[config.mk]
export PLATFORM = sky130hd
export DESIGN_NAME = checkpoint_ctrl
export DESIGN_NICKNAME = d
export VERILOG_FILES = /design/src/rtl/checkpoint_ctrl_pkg.sv /design/src/rtl/checkpoint_ctrl_tag_cam.sv /design/src/rtl/checkpoint_ctrl.sv
export SDC_FILE = /design/constraint.sdc
export NUM_CORES = 1
export LEC_CHECK = 0
export BUFFER_PORTS_ARGS = -buffer_cell sky130_fd_sc_hd__buf_2
export CAP_MARGIN = 20
export CELL_PAD_IN_SITES_DETAIL_PLACEMENT = 0
export CELL_PAD_IN_SITES_GLOBAL_PLACEMENT = 1
export CORE_MARGIN = 2
export CORE_UTILIZATION = 40
export CTS_CLUSTER_DIAMETER = 80
export CTS_CLUSTER_SIZE = 10
export DETAILED_ROUTE_END_ITERATION = 7
export PLACE_DENSITY = 0.8
export SETUP_SLACK_MARGIN = 0.5
export SLEW_MARGIN = 10
export SYNTH_ARGS = -nofsm -noshare
export SYNTH_HDL_FRONTEND = slang
export SYNTH_HIERARCHICAL = 1
export SYNTH_SLANG_ARGS = --single-unit
export TNS_END_PERCENT = 50
[constraint.sdc]
create_clock -name clk -period 3.45 [get_ports clk]
set_input_delay 0.1725 -clock clk [delete_from_list [all_inputs] [get_ports clk]]
set_output_delay 0.1725 -clock clk [all_outputs]
set_load 0.03 [all_outputs]
[src/rtl/checkpoint_ctrl_pkg.sv]
// Shared sizing and state type for the branch checkpoint controller.
// Used by checkpoint_ctrl, ckpt_tag_cam and the bench.
package checkpoint_ctrl_pkg;

    localparam int NUM_CKPT   = 4;
    localparam int TAG_W      = 5;
    localparam int CKPT_IDX_W = $clog2(NUM_CKPT);

    typedef enum logic {
        IDLE    = 1'b0,
        RESTORE = 1'b1
    } ckpt_state_e;

endpackage

[src/rtl/checkpoint_ctrl_tag_cam.sv]
// Tag CAM over the checkpoint slots: reports which valid slot holds the looked-up ROB tag.
// Tags of valid slots are unique, so at most one slot can hit.
module ckpt_tag_cam #(
    parameter int NUM_CKPT = checkpoint_ctrl_pkg::NUM_CKPT,
    parameter int TAG_W    = checkpoint_ctrl_pkg::TAG_W
) (
    input  logic [NUM_CKPT-1:0]            slot_valid,
    input  logic [NUM_CKPT-1:0][TAG_W-1:0] slot_tag,
    input  logic [TAG_W-1:0]               lookup_tag,
    output logic                           hit,
    output logic [$clog2(NUM_CKPT)-1:0]    hit_idx
);

    localparam int IDX_W = $clog2(NUM_CKPT);

    always_comb begin
        hit     = 1'b0;
        hit_idx = '0;
        for (int i = 0; i < NUM_CKPT; i++) begin
            if (slot_valid[i] && (slot_tag[i] == lookup_tag)) begin
                hit     = 1'b1;
                hit_idx = IDX_W'(i);
            end
        end
    end

endmodule

[src/rtl/checkpoint_ctrl.sv]
// Branch checkpoint slot allocator/recovery controller between rename and ROB.
// Optional CHECKPOINT_PERF_EN adds grant/flush/stall performance counters.
module checkpoint_ctrl #(
    parameter int NUM_CKPT = checkpoint_ctrl_pkg::NUM_CKPT,
    parameter int TAG_W    = checkpoint_ctrl_pkg::TAG_W
) (
    input  logic                        clk,
    input  logic                        reset,
    input  logic                        alloc_req,
    input  logic [TAG_W-1:0]            alloc_tag,
    output logic                        alloc_gnt,
    output logic [$clog2(NUM_CKPT)-1:0] alloc_slot,
    output logic                        alloc_stall,
    input  logic                        resolve_valid,
    input  logic [TAG_W-1:0]            resolve_tag,
    input  logic                        resolve_mispred,
    output logic                        resolve_ready,
    output logic                        restore_valid,
    output logic [$clog2(NUM_CKPT)-1:0] restore_slot,
    output logic [NUM_CKPT-1:0]         ckpt_valid,
    output logic                        ckpt_full
`ifdef CHECKPOINT_PERF_EN
    ,
    output logic [31:0]                 perf_alloc_cnt,
    output logic [31:0]                 perf_flush_cnt,
    output logic [31:0]                 perf_stall_cnt
`endif
);

    import checkpoint_ctrl_pkg::*;

    localparam int IDX_W = $clog2(NUM_CKPT);

    ckpt_state_e                    state_q, state_d;
    logic [IDX_W-1:0]               head_q, head_d;
    logic [IDX_W-1:0]               tail_q, tail_d;
    logic [NUM_CKPT-1:0]            valid_q, valid_d;
    logic [NUM_CKPT-1:0][TAG_W-1:0] tag_q, tag_d;
    logic                           restore_valid_q, restore_valid_d;
    logic [IDX_W-1:0]               restore_slot_q, restore_slot_d;

    logic                           cam_hit;
    logic [IDX_W-1:0]               cam_hit_idx;
    logic                           is_idle;
    logic                           mispred_accept;
    logic                           correct_accept;
    logic [NUM_CKPT-1:0]            squash_mask;
    logic [IDX_W:0]                 squash_span;
    logic [IDX_W-1:0]               squash_off;
    logic [IDX_W-1:0]               scan_idx;
    logic                           head_found;

    ckpt_tag_cam #(
        .NUM_CKPT (NUM_CKPT),
        .TAG_W    (TAG_W)
    ) u_tag_cam (
        .slot_valid (valid_q),
        .slot_tag   (tag_q),
        .lookup_tag (resolve_tag),
        .hit        (cam_hit),
        .hit_idx    (cam_hit_idx)
    );

    assign is_idle        = (state_q == IDLE);
    assign resolve_ready  = is_idle;
    assign mispred_accept = is_idle && resolve_valid && resolve_mispred && cam_hit;
    assign correct_accept = is_idle && resolve_valid && !resolve_mispred && cam_hit;

    // An allocating branch in the same cycle as a mispredict is younger, so it is never granted.
    assign alloc_gnt   = alloc_req && is_idle && !valid_q[tail_q] && !(resolve_valid && resolve_mispred);
    assign alloc_stall = alloc_req && !alloc_gnt;
    assign alloc_slot  = tail_q;
    assign ckpt_full   = valid_q[tail_q];

    assign ckpt_valid    = valid_q;
    assign restore_valid = restore_valid_q;
    assign restore_slot  = restore_slot_q;

    // Squash range restore_slot..tail-1; equal pointers mean the ring was full, so all slots go.
    always_comb begin
        squash_span = (tail_q == restore_slot_q) ? (IDX_W+1)'(NUM_CKPT)
                                                 : {1'b0, IDX_W'(tail_q - restore_slot_q)};
        squash_mask = '0;
        squash_off  = '0;
        for (int i = 0; i < NUM_CKPT; i++) begin
            squash_off     = IDX_W'(i) - restore_slot_q;
            squash_mask[i] = ({1'b0, squash_off} < squash_span);
        end
    end

    always_comb begin
        state_d         = state_q;
        tail_d          = tail_q;
        valid_d         = valid_q;
        tag_d           = tag_q;
        restore_valid_d = 1'b0;
        restore_slot_d  = restore_slot_q;

        case (state_q)
            IDLE: begin
                if (alloc_gnt) begin
                    valid_d[tail_q] = 1'b1;
                    tag_d[tail_q]   = alloc_tag;
                    tail_d          = tail_q + 1'b1;
                end
                if (correct_accept) begin
                    valid_d[cam_hit_idx] = 1'b0;
                end
                if (mispred_accept) begin
                    state_d         = RESTORE;
                    restore_valid_d = 1'b1;
                    restore_slot_d  = cam_hit_idx;
                end
            end
            RESTORE: begin
                valid_d = valid_q & ~squash_mask;
                tail_d  = restore_slot_q;
                state_d = IDLE;
            end
            default: begin
                state_d = IDLE;
            end
        endcase
    end

    // Head walks forward to the oldest surviving slot, never past the tail.
    always_comb begin
        head_d     = head_q;
        head_found = 1'b0;
        scan_idx   = head_q;
        for (int k = 0; k < NUM_CKPT; k++) begin
            scan_idx = head_q + IDX_W'(k);
            if (!head_found && (valid_d[scan_idx] || (scan_idx == tail_d))) begin
                head_d     = scan_idx;
                head_found = 1'b1;
            end
        end
    end

    always_ff @(posedge clk) begin
        if (reset) begin
            state_q         <= IDLE;
            head_q          <= '0;
            tail_q          <= '0;
            valid_q         <= '0;
            tag_q           <= '0;
            restore_valid_q <= 1'b0;
            restore_slot_q  <= '0;
        end else begin
            state_q         <= state_d;
            head_q          <= head_d;
            tail_q          <= tail_d;
            valid_q         <= valid_d;
            tag_q           <= tag_d;
            restore_valid_q <= restore_valid_d;
            restore_slot_q  <= restore_slot_d;
        end
    end

`ifdef CHECKPOINT_PERF_EN
    logic [31:0] perf_alloc_q, perf_alloc_d;
    logic [31:0] perf_flush_q, perf_flush_d;
    logic [31:0] perf_stall_q, perf_stall_d;

    always_comb begin
        perf_alloc_d = perf_alloc_q + {31'd0, alloc_gnt};
        perf_flush_d = perf_flush_q + {31'd0, mispred_accept};
        perf_stall_d = perf_stall_q + {31'd0, alloc_stall};
    end

    always_ff @(posedge clk) begin
        if (reset) begin
            perf_alloc_q <= '0;
            perf_flush_q <= '0;
            perf_stall_q <= '0;
        end else begin
            perf_alloc_q <= perf_alloc_d;
            perf_flush_q <= perf_flush_d;
            perf_stall_q <= perf_stall_d;
        end
    end

    assign perf_alloc_cnt = perf_alloc_q;
    assign perf_flush_cnt = perf_flush_q;
    assign perf_stall_cnt = perf_stall_q;
`endif

endmodule

==> flow_summary.html <==
<table>
<tr><th>Metric</th><th>Value</th></tr>
<tr><th colspan="2">Global route</th></tr>
<tr><td>Number of global-route vias before repair</td><td>about 1.3k</td></tr>
<tr><td>Met1 Resource Use GR</td><td>22.5%</td></tr>
<tr><td>Largest net degree at the start of global routing</td><td>30</td></tr>
<tr><td>Overflow left after global routing</td><td>0</td></tr>
<tr><td>Met3 Track Usage GR</td><td>5.09%</td></tr>
<tr><td>Global-route wire length before repair</td><td>6130 um</td></tr>
<tr><td>Number of antenna violations at the first check in global routing</td><td>0</td></tr>
<tr><td>Layer with the highest usage after global routing</td><td>met2</td></tr>
<tr><td>Global-route total usage across every layer</td><td>16.1%</td></tr>
<tr><td>Global-route met2 utilization</td><td>23.8%</td></tr>
<tr><th colspan="2">Timing</th></tr>
<tr><td>Unrepaired setup endpoints after global routing</td><td>no</td></tr>
<tr><td>Final Setup Violations</td><td>0</td></tr>
<tr><td>Final hold vios</td><td>0</td></tr>
<tr><td>TNS Setup</td><td>0 ps</td></tr>
<tr><td>Setup skew after layout</td><td>7.86 ps</td></tr>
<tr><td>Slew at the pin with the worst max-slew slack</td><td>640 ps</td></tr>
<tr><td>Portion of the clock cycle consumed by the worst path in the final layout</td><td>70.4%</td></tr>
<tr><td>Worst slew margin relative to its limit</td><td>56.8%</td></tr>
<tr><td>Highest attainable clock frequency</td><td>412 MHz</td></tr>
<tr><td>Final Max Slew Viols</td><td>0</td></tr>
<tr><td>Final Critical Period</td><td>2430 ps</td></tr>
<tr><th colspan="2">Synth</th></tr>
<tr><td>Number of different library cells in the post-synthesis netlist</td><td>33</td></tr>
<tr><td>Synth area leader</td><td>dfxtp_1</td></tr>
<tr><td>Combined area of all synthesized cells</td><td>1730 um^2</td></tr>
<tr><td>Top FF cell, synth</td><td>dfxtp_1</td></tr>
<tr><td>Share of the yosys chip area belonging to registers</td><td>33.6%</td></tr>
<tr><td>Share of Yosys cell area claimed by the top area cell type</td><td>33.6%</td></tr>
<tr><td>Number of warnings issued by yosys</td><td>6</td></tr>
<tr><td>Number of synthesized flops with an enable pin</td><td>0</td></tr>
<tr><td>Post-synthesis area per instance</td><td>between 9 and 10 um^2</td></tr>
<tr><td>Synthesized netlist cell count</td><td>180</td></tr>
<tr><td>Ys async rst share</td><td>0%</td></tr>
<tr><td>Number of nets produced by synthesis</td><td>206</td></tr>
<tr><td>Cells taking the most area after synthesis</td><td>dfxtp_1 (34%), mux2i_1 (13%), ha_1 (8.0%)</td></tr>
<tr><td>Total of flip-flops plus latches after synthesis</td><td>29</td></tr>
<tr><th colspan="2">Hold path</th></tr>
<tr><td>Worst hold-check path type</td><td>primary input to flop</td></tr>
<tr><td>Startpoint of the lowest-slack hold path</td><td>alloc_tag[1]</td></tr>
<tr><td>Worst Hold End</td><td>tag_q[6]</td></tr>
<tr><td>Hold Path Stages</td><td>3</td></tr>
<tr><th colspan="2">Setup path</th></tr>
<tr><td>Arrival time of the worst setup path</td><td>2260 ps</td></tr>
<tr><td>Path type of the worst setup path</td><td>flop to output pin</td></tr>
<tr><td>Crit Reg-Reg Endpoint</td><td>tag_q[8]</td></tr>
<tr><td>R2r worst-path depth</td><td>4</td></tr>
<tr><td>Largest fanout on the critical path</td><td>8</td></tr>
<tr><td>Setup slack, reg-to-reg</td><td>1150 ps</td></tr>
<tr><td>Type of element launching the critical path</td><td>flop</td></tr>
<tr><td>Critical path required time</td><td>3280 ps</td></tr>
<tr><td>Type of element capturing the critical path</td><td>output pin</td></tr>
<tr><td>Reg-to-reg critical path startpoint</td><td>alloc_slot[0]</td></tr>
<tr><th colspan="2">Place</th></tr>
<tr><td>Placement-stage cell area</td><td>between 1500 and 2000 um^2</td></tr>
<tr><td>Cell count after placement</td><td>250</td></tr>
<tr><td>HPWL after detailed placement</td><td>approximately 2800 um</td></tr>
<tr><td>Port Buf Inserts</td><td>27</td></tr>
<tr><td>Gp weighted congestion</td><td>0.750</td></tr>
<tr><th colspan="2">Cells and area</th></tr>
<tr><td>Top library cells by usage in the layout, fill and taps aside</td><td>nor2_1 (34), dfxtp_1 (29), buf_2 (27)</td></tr>
<tr><td>Area of all placed cells without fillers</td><td>1980 um^2</td></tr>
<tr><td>Area growth syn-to-layout</td><td>14.5%</td></tr>
<tr><td>Finished Layout Cells</td><td>258</td></tr>
<tr><td>Final layout net count</td><td>233</td></tr>
<tr><td>Layout cells sized above 1</td><td>21.6%</td></tr>
<tr><td>Antenna Cells</td><td>0</td></tr>
<tr><td>Most common cell after layout, fill and taps aside</td><td>nor2_1</td></tr>
<tr><th colspan="2">Detailed routing</th></tr>
<tr><td>Post-route antenna net violation count</td><td>0</td></tr>
<tr><td>Detailed-routing iteration count for the pre-antenna-repair pass</td><td>4</td></tr>
<tr><td>Via total after detailed routing</td><td>between 1k and 1.5k</td></tr>
<tr><td>Vias per cell</td><td>just over 5</td></tr>
<tr><td>Total Routed Length</td><td>approximately 3700 um</td></tr>
<tr><td>Routed len/inst</td><td>14.4 um</td></tr>
<tr><td>Number of DRC violations after detailed routing</td><td>0</td></tr>
<tr><td>Starting DRC count in detailed routing</td><td>59</td></tr>
<tr><th colspan="2">CTS</th></tr>
<tr><td>Number of buffers inserted by hold repair at cts</td><td>0</td></tr>
<tr><td>CTS tree</td><td>done</td></tr>
<tr><td>Clk Latency, worst-skew pair</td><td>280 ps</td></tr>
<tr><td>Cts bufs inserted</td><td>5</td></tr>
<tr><td>Maximum level of the CTS H-tree</td><td>2</td></tr>
<tr><td>Post-CTS Setup Inserts</td><td>0</td></tr>
<tr><td>Clock-pin slew on the worst setup and hold paths</td><td>70 ps</td></tr>
<tr><td>Clock Tree Root</td><td>clkbuf_8</td></tr>
<tr><td>Post-CTS resize count</td><td>0</td></tr>
<tr><td>Total number of clock tree sinks</td><td>29</td></tr>
<tr><td>Number of buffers between clock root and the deepest sink</td><td>2</td></tr>
<tr><th colspan="2">Die</th></tr>
<tr><td>Chip height</td><td>69.7 um</td></tr>
<tr><td>Die Outline Area</td><td>4860 um^2</td></tr>
<tr><td>Initial Utilization</td><td>42.3%</td></tr>
<tr><td>Overall die width</td><td>approximately 70 um</td></tr>
<tr><td>CORE AREA</td><td>4090 um^2</td></tr>
<tr><td>I/O Pins</td><td>28</td></tr>
<tr><td>Number of placement rows</td><td>23</td></tr>
<tr><th colspan="2">Job</th></tr>
<tr><td>Maximum Capacitance Violations</td><td>0</td></tr>
<tr><th colspan="2">Status</th></tr>
<tr><td>Result of the run</td><td>finished, final reports clean</td></tr>
<tr><th colspan="2">Power</th></tr>
<tr><td>Worst supply voltage drop on vdd</td><td>0.191 mV</td></tr>
<tr><td>Power Density</td><td>around 400 nW/um^2</td></tr>
<tr><td>Static Leak</td><td>0.811 nW</td></tr>
<tr><td>Sum of internal, switching and leakage power</td><td>775 uW</td></tr>
</table>
==> critical path: stages, from the launching register on <==
cell	delay, ps
dfxtp_1	490
mux4_2	690
nor3_1	400
and2b_1	220
buf_2	170
==> worst max-delay path by stage <==
| stage | endpoint | from | cells past startpoint | slack [ps] |
|---|---|---|---|---|
| after global routing | alloc_stall | alloc_slot[0] | 4 | 880 |
| after global placement | tag_q[5] | alloc_slot[0] | 4 | 1190 |
| after floorplan | alloc_stall | alloc_slot[0] | 4 | 700 |
| final | alloc_stall | alloc_slot[0] | 4 | 1020 |
| after detailed placement | tag_q[8] | alloc_slot[0] | 4 | 1140 |
| after CTS | alloc_stall | alloc_slot[0] | 4 | 1000 |
==> power breakdown <==
group	internal, mW	switching (mW)	total, mW
clock network	0.139	0.134	0.273
logic	0.0565	0.0850	0.141
registers	0.347	0.0137	0.360
total	0.542	0.233	0.775
==> metrics by stage <==
step	hold slack [ps]	setup WS, ps	util, %
after detailed placement	467	1140	46.3
after CTS	173	1000	48.4
after global routing	187	880	48.4
final	178	1020	48.4
after global placement	464	1190	46.3
after floorplan	248	698	-
==> routing by layer <==
metal	vias up	wire [um]
li1	680	-
met2	34	1620
met4	0	44
met3	5	228
met1	610	1820
met5	-	0
==> layout make-up <==
cell class / instances / area (um^2)
inverters: 6 / 22.5
clock buffers: 5 / 68.8
well taps: 50 / 62.6
flip-flops and latches: 29 / 581
fillers: 405 / 2110
clock inverters: 3 / 17.5
multi-input cells: 138 / 1090
repair buffers: 27 / 135
==> cell usage after synthesis (2+ instances only) <==
library cell / instances
a2111oi_2: 2
nor2b_1: 2
inv_1: 6
a21oi_1: 3
clkbuf_1: 5
nor4_1: 4
nor3_1: 2
dfxtp_1: 29
a2111oi_1: 2
ha_1: 11
xnor2_1: 8
o21ai_0: 5
xor2_1: 14
mux2i_1: 23
nand4_1: 3
nor2_1: 34
nand3_1: 3
nor4b_4: 4
nand2_1: 5
mux2_2: 2
==> state kept, by name, indices dropped and copies added, names as in the netlist <==
register / count
ckpt_valid: 4
restore_slot: 2
alloc_slot: 2
tag_q: 20
state_q: 1
==> kinds of logic after synthesis <==
family / Yosys count / share of synthesized area, %
buffers and inverters: 13 / 3.26
AO/OA/AOI/OAI: 15 / 6.52
flip-flops: 29 / 33.6
AND/OR/NAND/NOR: 64 / 21.6
multiplexers: 26 / 15.9
XOR/XNOR: 22 / 11.2
adder cells (fa/ha/maj): 11 / 7.97
No activity file was read; power rests on OpenSTA's default activity.
